**src/rtl/serial_adder_seq_if.sv**
```systemverilog
`default_nettype none
// ============================================================================
// serial_adder_seq_if
// Operand/result bundle for the bit-serial adder/subtractor.
// Revision: 1.0
// ============================================================================
interface serial_adder_seq_if #(
  parameter int WIDTH = 8
) ();
  logic             start;
  logic             mode_sub;
  logic             serial_in_a;
  logic             serial_in_b;
  logic             busy;
  logic             done;
  logic [WIDTH-1:0] sum_out;
  logic             carry_out;
  logic             ovf_out;

  modport master (
    output start, mode_sub, serial_in_a, serial_in_b,
    input  busy, done, sum_out, carry_out, ovf_out
  );

  modport slave (
    input  start, mode_sub, serial_in_a, serial_in_b,
    output busy, done, sum_out, carry_out, ovf_out
  );
endinterface
`default_nettype wire

```
**src/rtl/serial_adder_seq.sv**
```systemverilog
`default_nettype none
// ============================================================================
// serial_adder_seq
// LSB-first bit-serial adder/subtractor returning a parallel result with flags.
// Revision: 1.0
// ============================================================================
module serial_adder_seq #(
  parameter int WIDTH = 8
) (
  input  logic              clk,
  input  logic              reset,
  serial_adder_seq_if.slave bus
);

  localparam int             CW   = $clog2(WIDTH);
  localparam logic [CW-1:0]  LAST = CW'(WIDTH - 1);

  typedef enum logic [0:0] {
    IDLE  = 1'b0,
    SHIFT = 1'b1
  } state_t;

  state_t           state_q;
  logic [CW-1:0]    cnt_q;
  logic             mode_q;
  logic             carry_q;
  logic [WIDTH-1:0] shreg_q;
  logic             busy_q;
  logic             done_q;
  logic [WIDTH-1:0] sum_q;
  logic             cout_q;
  logic             ovf_q;

  logic             mode_eff;
  logic             cin;
  logic             b_eff;
  logic             s;
  logic             carry_d;
  logic [WIDTH-1:0] shreg_d;

  // In IDLE the start cycle carries bit 0, so mode and carry-in come straight
  // from the live mode_sub input rather than the latched copy.
  always_comb begin
    mode_eff = (state_q == IDLE) ? bus.mode_sub : mode_q;
    cin      = (state_q == IDLE) ? bus.mode_sub : carry_q;
    b_eff    = bus.serial_in_b ^ mode_eff;
    s        = bus.serial_in_a ^ b_eff ^ cin;
    carry_d  = (bus.serial_in_a & b_eff) | (bus.serial_in_a & cin) | (b_eff & cin);
    shreg_d  = {s, shreg_q[WIDTH-1:1]};
  end

  always_ff @(posedge clk or posedge reset) begin
    if (reset) begin
      state_q <= IDLE;
      cnt_q   <= '0;
      mode_q  <= 1'b0;
      carry_q <= 1'b0;
      shreg_q <= '0;
      busy_q  <= 1'b0;
      done_q  <= 1'b0;
      sum_q   <= '0;
      cout_q  <= 1'b0;
      ovf_q   <= 1'b0;
    end else begin
      done_q <= 1'b0;
      case (state_q)
        IDLE: begin
          if (bus.start) begin
            mode_q  <= bus.mode_sub;
            carry_q <= carry_d;
            shreg_q <= shreg_d;
            cnt_q   <= CW'(1);
            busy_q  <= 1'b1;
            state_q <= SHIFT;
          end
        end
        SHIFT: begin
          carry_q <= carry_d;
          shreg_q <= shreg_d;
          cnt_q   <= cnt_q + CW'(1);
          if (cnt_q == LAST) begin
            // cin here is the carry into the MSB, carry_d the carry out of it.
            state_q <= IDLE;
            busy_q  <= 1'b0;
            done_q  <= 1'b1;
            cnt_q   <= '0;
            sum_q   <= shreg_d;
            cout_q  <= carry_d;
            ovf_q   <= cin ^ carry_d;
          end
        end
        default: state_q <= IDLE;
      endcase
    end
  end

  assign bus.busy      = busy_q;
  assign bus.done      = done_q;
  assign bus.sum_out   = sum_q;
  assign bus.carry_out = cout_q;
  assign bus.ovf_out   = ovf_q;

endmodule
`default_nettype wire

```
**src/flat_wrapper.sv**
```systemverilog
// flat-port wrapper written by rule: the top's interface ports become plain ports
module serial_adder_seq_flat 
#(
  parameter int WIDTH = 8
)
  (clk, reset, bus_start, bus_mode_sub, bus_serial_in_a, bus_serial_in_b, bus_busy, bus_done, bus_sum_out, bus_carry_out, bus_ovf_out);
  serial_adder_seq_if #(.WIDTH(WIDTH)) bus_i ();
  input  logic clk;
  input  logic reset;
  input wire logic [$bits(bus_i.start)-1:0] bus_start;
  input wire logic [$bits(bus_i.mode_sub)-1:0] bus_mode_sub;
  input wire logic [$bits(bus_i.serial_in_a)-1:0] bus_serial_in_a;
  input wire logic [$bits(bus_i.serial_in_b)-1:0] bus_serial_in_b;
  output wire logic [$bits(bus_i.busy)-1:0] bus_busy;
  output wire logic [$bits(bus_i.done)-1:0] bus_done;
  output wire logic [$bits(bus_i.sum_out)-1:0] bus_sum_out;
  output wire logic [$bits(bus_i.carry_out)-1:0] bus_carry_out;
  output wire logic [$bits(bus_i.ovf_out)-1:0] bus_ovf_out;
  assign bus_i.start = bus_start;
  assign bus_i.mode_sub = bus_mode_sub;
  assign bus_i.serial_in_a = bus_serial_in_a;
  assign bus_i.serial_in_b = bus_serial_in_b;
  assign bus_busy = bus_i.busy;
  assign bus_done = bus_i.done;
  assign bus_sum_out = bus_i.sum_out;
  assign bus_carry_out = bus_i.carry_out;
  assign bus_ovf_out = bus_i.ovf_out;
  serial_adder_seq #(.WIDTH(WIDTH)) u_core (.clk(clk), .reset(reset), .bus(bus_i));
endmodule
```
**config.mk**
```make
export PLATFORM = sky130hd
export DESIGN_NAME = serial_adder_seq_flat
export DESIGN_NICKNAME = d
export VERILOG_FILES = /design/src/rtl/serial_adder_seq_if.sv /design/src/rtl/serial_adder_seq.sv /design/src/flat_wrapper.sv
export SDC_FILE = /design/constraint.sdc
export NUM_CORES = 1
export LEC_CHECK = 0
export CAP_MARGIN = 20
export CELL_PAD_IN_SITES_DETAIL_PLACEMENT = 1
export CELL_PAD_IN_SITES_GLOBAL_PLACEMENT = 2
export CORE_ASPECT_RATIO = 1.1
export CORE_MARGIN = 2
export CORE_UTILIZATION = 48
export CTS_BUF_LIST = sky130_fd_sc_hd__clkbuf_2 sky130_fd_sc_hd__clkbuf_4 sky130_fd_sc_hd__clkbuf_8
export DETAILED_ROUTE_END_ITERATION = 7
export DONT_BUFFER_PORTS = 1
export PLACE_DENSITY_LB_ADDON = 0.05
export SYNTH_ARGS = -nofsm -noshare
export SYNTH_HDL_FRONTEND = slang
export SYNTH_SLANG_ARGS = --single-unit
```
**constraint.sdc**
```tcl
create_clock -name clk -period 3.72 [get_ports clk]
set_input_delay 0.744 -clock clk [delete_from_list [all_inputs] [get_ports clk]]
set_output_delay 0.744 -clock clk [all_outputs]
set_load 0.01 [all_outputs]
```
==> flow_metrics.env, run 1 <==
export IMPL_cts_hold_buf=0
export IMPL_syn2layout_area_growth_pct=4.21
export IMPL_cts_setup_buffers=0
export IMPL_drive_gt1_frac=0.352
export IMPL_finalHoldViolCount=0
export IMPL_initial_core_util=0.515
export IMPL_globalplace_congestion=0.681
export IMPL_cts_root_buf="clkbuf_4"
export IMPL_sequentialPowerShare=0.577
export IMPL_clock_latency_ns=0.31
export IMPL_period_share=0.522
export IMPL_rsz0062_at_grt="false"
export IMPL_fill_cells=204
export IMPL_power_per_cell_area_nw_per_um2=855
export IMPL_netlist_area_um2=1040
export IMPL_path_class="flip-flop to flip-flop"
export IMPL_cts_path_max_buffers=2
export IMPL_crit_start="u_core.state_q$_DFF_PP0_"
export IMPL_final_core_util=0.536
export IMPL_p_clk_frac=0.130
export IMPL_grt_pass1_vias=561
export IMPL_num_antenna_cells=0
export IMPL_dr_max_layer_used="met4"
export IMPL_slew_headroom=0.381
export IMPL_cp_end_kind="flip-flop"
export IMPL_globalRouteOverflowTotal=0
export IMPL_multi_input_area_um2=384
export IMPL_max_slew_worst_pin_slew_ns=0.927
export IMPL_port_buffers=0
export IMPL_wl_met1_um=706
export IMPL_fin_crit_ns=1.94
export IMPL_cts_tree="done"
export IMPL_wl_um=1510
export IMPL_p_leak_uw=0.000485
export IMPL_cp_arrival_ns=2.16
export IMPL_comb_power_share=0.293
export IMPL_track_usage=0.140
export IMPL_antenna_found_initial=0
export IMPL_drtIter0Drc=0
export IMPL_die_w_um=48.4
export IMPL_ioPinCount=18
export IMPL_cts_resized=0
export IMPL_r2r_end="u_core.bus.ovf_out$_DFFE_PP0P_"
export IMPL_dieArea_um2=2550
export IMPL_synth_top_area_cell="dfrtp_1"
export IMPL_outcome="completed"
export IMPL_syn_inst=69
export IMPL_wl_met2_um=678
export IMPL_wl_per_cell_um=15.2
export IMPL_syn_area_per_cell_um2=15.1
export IMPL_p_switching_uw=307
export IMPL_dr_pass1_iters=1
export IMPL_fp_row_count=17
export IMPL_rrSetupSlack_ns=1.78
export IMPL_clk_pin_slew_ns=0.13
export IMPL_fmax_ghz=0.515
export IMPL_vias_per_cell=5.24
export IMPL_synth_top_cell_area_share=0.602
export IMPL_drc_errors=0
export IMPL_yosysSeqAreaShare=0.602
export IMPL_max_cap_viol_count=0
export IMPL_grt_pass1_wl_um=2550
export IMPL_ys_ff_latch=25
export IMPL_ir_drop_mv=0.386
export IMPL_worst_ep_required_time_ns=3.94
export IMPL_cts_made_buffers=3
export IMPL_p_int_uw=620
export IMPL_setup_viol=0
export IMPL_fin_skew_ns=0.00188
export IMPL_htree_num_levels=1
export IMPL_cts_sinks=25
export IMPL_hpwlAfterDp_um=1060
export IMPL_hold_class="input pin to async pin"
export IMPL_syn_num_nets=78
export IMPL_vias=519
export IMPL_startpoint_type="flip-flop"
export IMPL_drv_slew=0
export IMPL_synth_warnings=0
export IMPL_postRouteAntennaNets=0
export IMPL_r2r_start="u_core.state_q$_DFF_PP0_"
export IMPL_grt_max_degree=26
export IMPL_seq_area_um2=626
export IMPL_layout_nets=81
export IMPL_r2r_cells=5
export IMPL_die_y_um=52.8
export IMPL_yosys_top_cells_area="dfrtp_1 60%, mux2_2 21%, ha_1 2.4%, fa_1 1.9%, nand2b_4 1.3%"
export IMPL_wl_met3_um=87
export IMPL_fin_setup_tns_ns=0
export IMPL_swShare=0.331
export IMPL_fp_coreArea_um2=2020
export IMPL_synth_cell_types=20
export IMPL_cp_max_fo=11
==> metrics by stage <==
stage	worst slack [ns]	hold WS, ns	power [uW]	cells	cell area [um^2]
2_1_floorplan	1.79	0.464	769	69	1040
3_3_place_gp	1.76	0.478	808	95	1060
3_5_place_dp	1.72	0.486	825	95	1060
4_1_cts	1.74	0.517	944	99	1080
5_1_grt	1.65	0.525	997	99	1080
6_report	1.78	0.503	927	99	1080
==> power groups by stage <==
stage / combinational, uW / sequential (uW) / clock, uW
2_1_floorplan: 266 / 503 / 0
3_3_place_gp: 268 / 540 / 0
3_5_place_dp: 280 / 545 / 0
4_1_cts: 280 / 538 / 125
5_1_grt: 305 / 557 / 135
6_report: 272 / 535 / 120
==> synth_stat cells <==
cell and n:
mux2i_1 1, a32o_1 1, mux2_1 1, buf_4 1, ha_1 2, nor2_1 2
xor2_1 1, buf_6 1, nand2b_4 1, fa_1 1, nand2_1 3, o2bb2ai_1 1
mux2_2 19, o21ai_0 1, nor2_4 1, dfrtp_1 25, nand2b_1 2, xnor2_1 1
inv_1 3, o22ai_1 1
==> flip-flops by register name, summed over array words and instances, names as in the netlist <==
name	count
u_core.bus.ovf_out	1
u_core.shreg_q	7
u_core.bus.sum_out	8
u_core.bus.carry_out	1
u_core.bus.busy	1
u_core.cnt_q	3
u_core.carry_q	1
u_core.mode_q	1
u_core.state_q	1
u_core.bus.done	1
==> worst max-delay path by stage <==
stage,end
final,u_core.bus.ovf_out$_DFFE_PP0P_
after CTS,u_core.bus.ovf_out$_DFFE_PP0P_
after global routing,u_core.bus.ovf_out$_DFFE_PP0P_
after floorplan,u_core.bus.ovf_out$_DFFE_PP0P_
after detailed placement,u_core.bus.ovf_out$_DFFE_PP0P_
after global placement,u_core.bus.ovf_out$_DFFE_PP0P_
==> worst max-delay path: stages (launching register included) <==
cell	delay [ns]
dfrtp_1	0.61
mux2i_1	0.28
xnor2_1	0.11
fa_1	0.44
xor2_1	0.16
mux2_2	0.25
==> cells in the final DEF, fill, tap and decap left out <==
cell type	n
a32o_1	1
clkbuf_4	3
clkinv_2	1
dfrtp_1	25
fa_1	1
ha_1	2
inv_1	3
mux2_1	1
mux2_2	19
mux2i_1	1
nand2_1	3
nand2b_1	2
nand2b_4	1
nor2_1	2
nor2_4	1
o21ai_0	1
o22ai_1	1
o2bb2ai_1	1
xnor2_1	1
xor2_1	1
==> cell type report <==
type / instances / area share
inverters: 3 / 0.0104
well taps: 28 / 0.0323
flip-flops and latches: 25 / 0.577
clock inverters: 1 / 0.00462
clock buffers: 3 / 0.0208
multi-input cells: 39 / 0.355
==> logic make-up (layout without fill, tap and decap cells) <==
| group | after synthesis | in the layout | share of synthesized area |
|---|---|---|---|
| buffers and inverters | 5 | 7 | 0.0289 |
| XOR/XNOR | 2 | 2 | 0.0169 |
| AO/OA/AOI/OAI | 4 | 4 | 0.0289 |
| AND/OR/NAND/NOR | 9 | 9 | 0.0541 |
| multiplexers | 21 | 21 | 0.226 |
| adder cells (fa/ha/maj) | 3 | 3 | 0.0433 |
| flip-flops | 25 | 25 | 0.602 |
==> metal layers <==
layer / vias to the layer above / global-route usage
li1: 239 / -
met1: 261 / 0.173
met2: 14 / 0.220
met3: 5 / 0.0400
met4: 0 / 0.0857
met5: - / 0
(Power assumes the default switching activity.)
==> run 2: changes to the inputs <==
--- a/config.mk
+++ b/config.mk
@@ -10,7 +10,7 @@
 export CELL_PAD_IN_SITES_GLOBAL_PLACEMENT = 2
 export CORE_ASPECT_RATIO = 1.1
 export CORE_MARGIN = 2
-export CORE_UTILIZATION = 48
+export CORE_UTILIZATION = 40
 export CTS_BUF_LIST = sky130_fd_sc_hd__clkbuf_2 sky130_fd_sc_hd__clkbuf_4 sky130_fd_sc_hd__clkbuf_8
 export DETAILED_ROUTE_END_ITERATION = 7
 export DONT_BUFFER_PORTS = 1
==> constraint.sdc (replaced) <==
create_clock -name clk -period 1.7 [get_ports clk]
set_input_delay 0.34 -clock clk [delete_from_list [all_inputs] [get_ports clk]]
set_output_delay 0.34 -clock clk [all_outputs]
set_load 0.01 [all_outputs]
==> run 2 against run 1 <==
  * Cell area grew 6.0%
  * Critical path depth shrank 1
  * Power grew 130%
  * Wire length grew 13%
  * Cell count grew 8.1%
  * First-iteration DRC count is the same
  * Via count grew 5.8%
  * Die area grew 18%
  * Hold slack lost 0.37 ns
  * Register-to-register slack lost 1.7 ns
  * Clock-buffer cell count is the same
  * Sequential share of layout area shrank 3.3 points
==> flow_metrics.env, run 2 (synthesis results as in run 1) <==
export IMPL_final_cell_area_um2=1150
export IMPL_clock_latency_ns=0.32
export IMPL_cp_max_fo=3
export IMPL_cts_path_max_buffers=2
export IMPL_outcome="completed"
export IMPL_drtIter0Drc=0
export IMPL_path_class="flip-flop to flip-flop"
export IMPL_drive_gt1_frac=0.395
export IMPL_cp_end_kind="flip-flop"
export IMPL_globalplace_congestion=0.704
export IMPL_p_leak_uw=0.000512
export IMPL_dpl_cell_area_um2=1100
export IMPL_cp_arrival_ns=1.89
export IMPL_num_antenna_cells=0
export IMPL_finalHoldViolCount=0
export IMPL_vias=549
export IMPL_comb_power_share=0.323
export IMPL_slew_headroom=0.636
export IMPL_rsz0062_at_grt="true"
export IMPL_power_total_uw=2100
export IMPL_r2r_start="u_core.state_q$_DFF_PP0_"
export IMPL_hold_class="input pin to flip-flop"
export IMPL_min_from="bus_start"
export IMPL_power_per_cell_area_nw_per_um2=1830
export IMPL_drc_errors=0
export IMPL_drv_slew=0
export IMPL_p_int_uw=1400
export IMPL_clk_pin_slew_ns=0.14
export IMPL_max_slew_worst_pin_slew_ns=0.545
export IMPL_largest_reg_flops=8
export IMPL_fp_row_count=19
export IMPL_setup_viol=0
export IMPL_layout_nets=86
export IMPL_fin_setup_tns_ns=0
export IMPL_die_y_um=57.5
export IMPL_track_usage=0.137
export IMPL_globalRouteOverflowTotal=0
export IMPL_ir_drop_mv=0.744
export IMPL_final_common_cell="dfrtp_1"
export IMPL_syn2layout_area_growth_pct=10.5
export IMPL_fill_cells=262
export IMPL_hpwlAfterDp_um=1190
export IMPL_crit_start="u_core.state_q$_DFF_PP0_"
export IMPL_cts_sinks=25
export IMPL_grt_max_degree=16
export IMPL_fin_skew_ns=0.00656
export IMPL_sequentialPowerShare=0.546
export IMPL_fin_crit_ns=1.67
export IMPL_antenna_found_initial=0
export IMPL_cts_made_buffers=3
export IMPL_fmax_ghz=0.601
export IMPL_p_clk_frac=0.131
export IMPL_dr_pass1_iters=1
export IMPL_mostFrequentLayoutCells="25 x dfrtp_1, 18 x mux2_2"
export IMPL_postRouteAntennaNets=0
export IMPL_worst_ep_required_time_ns=1.92
export IMPL_dieArea_um2=3020
export IMPL_max_cap_viol_count=0
export IMPL_vias_per_cell=5.13
export IMPL_die_w_um=52.6
export IMPL_min_path_cells=2
export IMPL_period_share=0.980
export IMPL_wl_um=1700
export IMPL_port_buffers=0
export IMPL_fp_coreArea_um2=2500
export IMPL_cts_tree="done"
export IMPL_p_switching_uw=697
export IMPL_r2r_cells=4
export IMPL_wl_per_cell_um=15.9
export IMPL_grt_pass1_vias=625
export IMPL_initial_core_util=0.417
export IMPL_swShare=0.332
export IMPL_cts_root_buf="clkbuf_4"
export IMPL_startpoint_type="flip-flop"
export IMPL_ioPinCount=18
export IMPL_grt_pass1_wl_um=2870
export IMPL_htree_num_levels=1
run 2: layout make-up:
type,instances,area [um^2],area share
inverter,3,11.3,0.00980
clock inverter,1,7.51,0.00654
tap,31,38.8,0.0338
multi-input combinational,39,390,0.340
sequential,25,626,0.545
clock buffer,3,22.5,0.0196
timing repair buffer,5,52.6,0.0458
run 2: final timing paths:
path | to | slack [ns]
max reg2reg | u_core.bus.sum_out[7]$_DFFE_PP0P_ | 0.03
max in group asynchronous | u_core.cnt_q[0]$_DFFE_PP0P_ | 0.76
min in group asynchronous | u_core.bus.sum_out[0]$_DFFE_PP0P_ | 0.48
max | u_core.bus.sum_out[7]$_DFFE_PP0P_ | 0.03
min | u_core.state_q$_DFF_PP0_ | 0.13
min reg2reg | u_core.mode_q$_DFFE_PP0P_ | 0.52
run 2: per-stage QoR:
step           hold WS (ns)  setup WS [ns]  utilization  cells
3_3_place_gp          0.298         0.0813        0.443    102
2_1_floorplan         0.367        0.00634            -     69
6_report              0.131         0.0348        0.460    107
4_1_cts               0.115         0.0143        0.459    107
5_1_grt               0.118        -0.0253        0.460    107
3_5_place_dp          0.302         0.0442        0.443    102
run 2: repair_timing:
item                                    4_1_cts  5_1_grt
setup buffers                                 0        0
endpoints found under the setup margin        0        3
hold buffers                                  1        0
resized for setup                             0        1
endpoints found under the hold margin        12        0
run 2: power groups by stage:
stage	Combinational, uW	Sequential [uW]	Clock (uW)
floorplan	587	1100	0
global placement	655	1160	0
detailed placement	681	1170	0
CTS	684	1150	298
global route	773	1190	317
finish	678	1150	276
run 2: critical path: stages (launching register included):
cell and delay, ns:
dfrtp_1 0.41, mux2i_1 0.24, xnor2_1 0.17, fa_2 0.48, mux2_2 0.27
run 2: routing by layer:
metal	up-vias	track usage	wire [um]	share of wire
met5	-	0	0	0
met2	13	0.195	748	0.44
met4	0	0.0989	49	0.029
met1	281	0.176	798	0.47
met3	4	0.0419	103	0.061
li1	251	-	-	-
==> run 3: changes to the inputs <==
--- a/config.mk
+++ b/config.mk
@@ -15,6 +15,7 @@
 export DETAILED_ROUTE_END_ITERATION = 7
 export DONT_BUFFER_PORTS = 1
 export PLACE_DENSITY_LB_ADDON = 0.05
+export REMOVE_ABC_BUFFERS = 1
 export SYNTH_ARGS = -nofsm -noshare
 export SYNTH_HDL_FRONTEND = slang
 export SYNTH_SLANG_ARGS = --single-unit
==> run 3 against run 2 <==
  * Clock skew increased by 0.0060 ns
  * Worst setup slack got worse by 0.0020 ns
  * Maximum frequency decreased by 0.12%
  * Cell area unchanged
  * First-iteration DRC count increased by 4
  * Register-to-register slack about the same
  * Wire length decreased by 4.4%
  * Utilization unchanged
  * Non-clock buffer count unchanged
  * Sequential share of layout area unchanged
  * Clock-buffer cell count increased by 1
  * Cell count unchanged
==> flow_metrics.env, run 3 (synthesis results as in run 1) <==
export IMPL_outcome="completed"
export IMPL_dieArea_um2=3020
export IMPL_cp_arrival_ns=1.87
export IMPL_max_slew_worst_pin_slew_ns=0.527
export IMPL_drv_slew=0
export IMPL_use_met2=0.214
export IMPL_grt_pass1_vias=624
export IMPL_cts_sinks=25
export IMPL_clk_pin_slew_ns=0.14
export IMPL_rsz0062_at_grt="true"
export IMPL_hold_class="input pin to flip-flop"
export IMPL_fin_cells=107
export IMPL_wl_per_cell_um=15.2
export IMPL_final_cell_area_um2=1150
export IMPL_cts_tree="done"
export IMPL_met1_usage=0.148
export IMPL_r2r_cells=4
export IMPL_p_clk_frac=0.132
export IMPL_port_buffers=0
export IMPL_startpoint_type="flip-flop"
export IMPL_initial_core_util=0.417
export IMPL_ir_drop_mv=0.892
export IMPL_setup_viol=0
export IMPL_postRouteAntennaNets=0
export IMPL_grt_pass1_wl_um=2760
export IMPL_crit_end="u_core.bus.sum_out[7]$_DFFE_PP0P_"
export IMPL_wl_um=1630
export IMPL_track_usage=0.128
export IMPL_p_int_uw=1430
export IMPL_ioPinCount=18
export IMPL_syn2layout_area_growth_pct=10.5
export IMPL_dpl_cell_area_um2=1090
export IMPL_max_cap_viol_count=0
export IMPL_crit_start="u_core.state_q$_DFF_PP0_"
export IMPL_layout_nets=86
export IMPL_rrSetupSlack_ns=0.03
export IMPL_worst_ep_required_time_ns=1.91
export IMPL_die_w_um=52.6
export IMPL_r2r_end="u_core.bus.sum_out[7]$_DFFE_PP0P_"
export IMPL_grt_max_degree=14
export IMPL_power_per_cell_area_nw_per_um2=1840
export IMPL_die_y_um=57.5
export IMPL_cp_end_kind="flip-flop"
export IMPL_clock_latency_ns=0.32
export IMPL_power_total_uw=2110
export IMPL_drtIter0Drc=4
export IMPL_crit_chain="mux2i_1 -> xnor2_1 -> fa_2 -> mux2_2"
export IMPL_globalplace_congestion=0.667
export IMPL_drc_errors=0
export IMPL_fp_row_count=19
export IMPL_fill_cells=256
export IMPL_comb_power_share=0.327
export IMPL_grtUsageMet3=0.0314
export IMPL_num_antenna_cells=0
export IMPL_fin_ws_ns=0.0329
export IMPL_critical_path_slowest_cell="fa_2"
export IMPL_final_common_cell="dfrtp_1"
export IMPL_drive_gt1_frac=0.395
export IMPL_path_class="flip-flop to flip-flop"
export IMPL_mostFrequentLayoutCells="25 x dfrtp_1, 18 x mux2_2, 4 x clkbuf_4"
export IMPL_htree_num_levels=1
export IMPL_cts_path_max_buffers=2
export IMPL_dr_pass1_iters=3
export IMPL_antenna_found_initial=0
export IMPL_p_switching_uw=681
export IMPL_cts_root_buf="clkbuf_4"
export IMPL_p_leak_uw=0.000517
export IMPL_globalRouteOverflowTotal=0
export IMPL_fin_skew_ns=0.0126
export IMPL_finalHoldViolCount=0
export IMPL_whs_ns=0.143
export IMPL_vias=537
export IMPL_sequentialPowerShare=0.541
export IMPL_slew_headroom=0.649
export IMPL_r2r_start="u_core.state_q$_DFF_PP0_"
export IMPL_hpwlAfterDp_um=1120
export IMPL_dp_cells=101
export IMPL_grt_busiest_layer="met2"
export IMPL_fmax_ghz=0.600
export IMPL_fin_crit_ns=1.67
export IMPL_swShare=0.322
export IMPL_critPathMaxStageDelay_ns=0.48
export IMPL_largest_reg_flops=8
export IMPL_vias_per_cell=5.02
export IMPL_cts_made_buffers=3
export IMPL_place_ws_ns=0.00654
export IMPL_cp_max_fo=3
export IMPL_fp_coreArea_um2=2500
export IMPL_period_share=0.981
==> run 3: cell types whose count changed in the layout (fill, tap and decap cells not counted), sizes merged <==
cell,change
clkbuf,+1
clkinvlp,-1
==> run 3: layout make-up <==
| cell class | instances | area [um^2] | share of cell area |
|---|---|---|---|
| Timing Repair Buffer | 5 | 52.6 | 0.0458 |
| Sequential cell | 25 | 626 | 0.545 |
| Multi-Input combinational cell | 39 | 390 | 0.340 |
| Tap cell | 31 | 38.8 | 0.0338 |
| Clock buffer | 4 | 30.0 | 0.0261 |
| Inverter | 3 | 11.3 | 0.00980 |
==> run 3: metrics by stage <==
stage | setup TNS [ns] | util
final | 0 | 0.460
after global routing | -0.147 | 0.460
after CTS | 0 | 0.456
after detailed placement | 0 | 0.439
after global placement | 0 | 0.439
after floorplan | -0.205 | -
==> run 3: worst max-delay path: cells and delay by family, from the launching register on <==
family,cells,cell delay (ns)
multiplexers,2,0.50
flip-flops,1,0.41
XOR/XNOR,1,0.17
adder cells (fa/ha/maj),1,0.48
==> run 3: how the worst min path moves through the flow <==
stage                                                   end    startpoint  depth (start not counted)
after floorplan                 u_core.bus.busy$_DFFE_PP0P_         reset                          1
after global placement    u_core.bus.sum_out[0]$_DFFE_PP0P_         reset                          1
after detailed placement  u_core.bus.sum_out[0]$_DFFE_PP0P_         reset                          1
after CTS                         u_core.mode_q$_DFFE_PP0P_  bus_mode_sub                          1
after global routing              u_core.mode_q$_DFFE_PP0P_  bus_mode_sub                          1
final                             u_core.mode_q$_DFFE_PP0P_  bus_mode_sub                          1
==> run 3: power by group through the flow <==
stage	Combinational [uW]	Clock, uW	Sequential, uW
6_report	691	278	1140
5_1_grt	788	316	1190
4_1_cts	673	300	1150
3_5_place_dp	662	0	1170
3_3_place_gp	648	0	1160
2_1_floorplan	532	0	1120
==> run 3: per-layer routing <==
metal | up-vias | part of all wire
li1 | 248 | -
met1 | 277 | 0.43
met5 | - | 0
met4 | 0 | 0.0080
met3 | 2 | 0.047
met2 | 10 | 0.52
==> run 3: repair_timing <==
action | 4_1_cts | 5_1_grt
pin swaps | 0 | 1
resized for setup | 1 | 1
setup endpoints to repair | 1 | 3
endpoints found under the hold margin | 12 | 0
hold buffers | 1 | 0
buffers inserted | 0 | 1
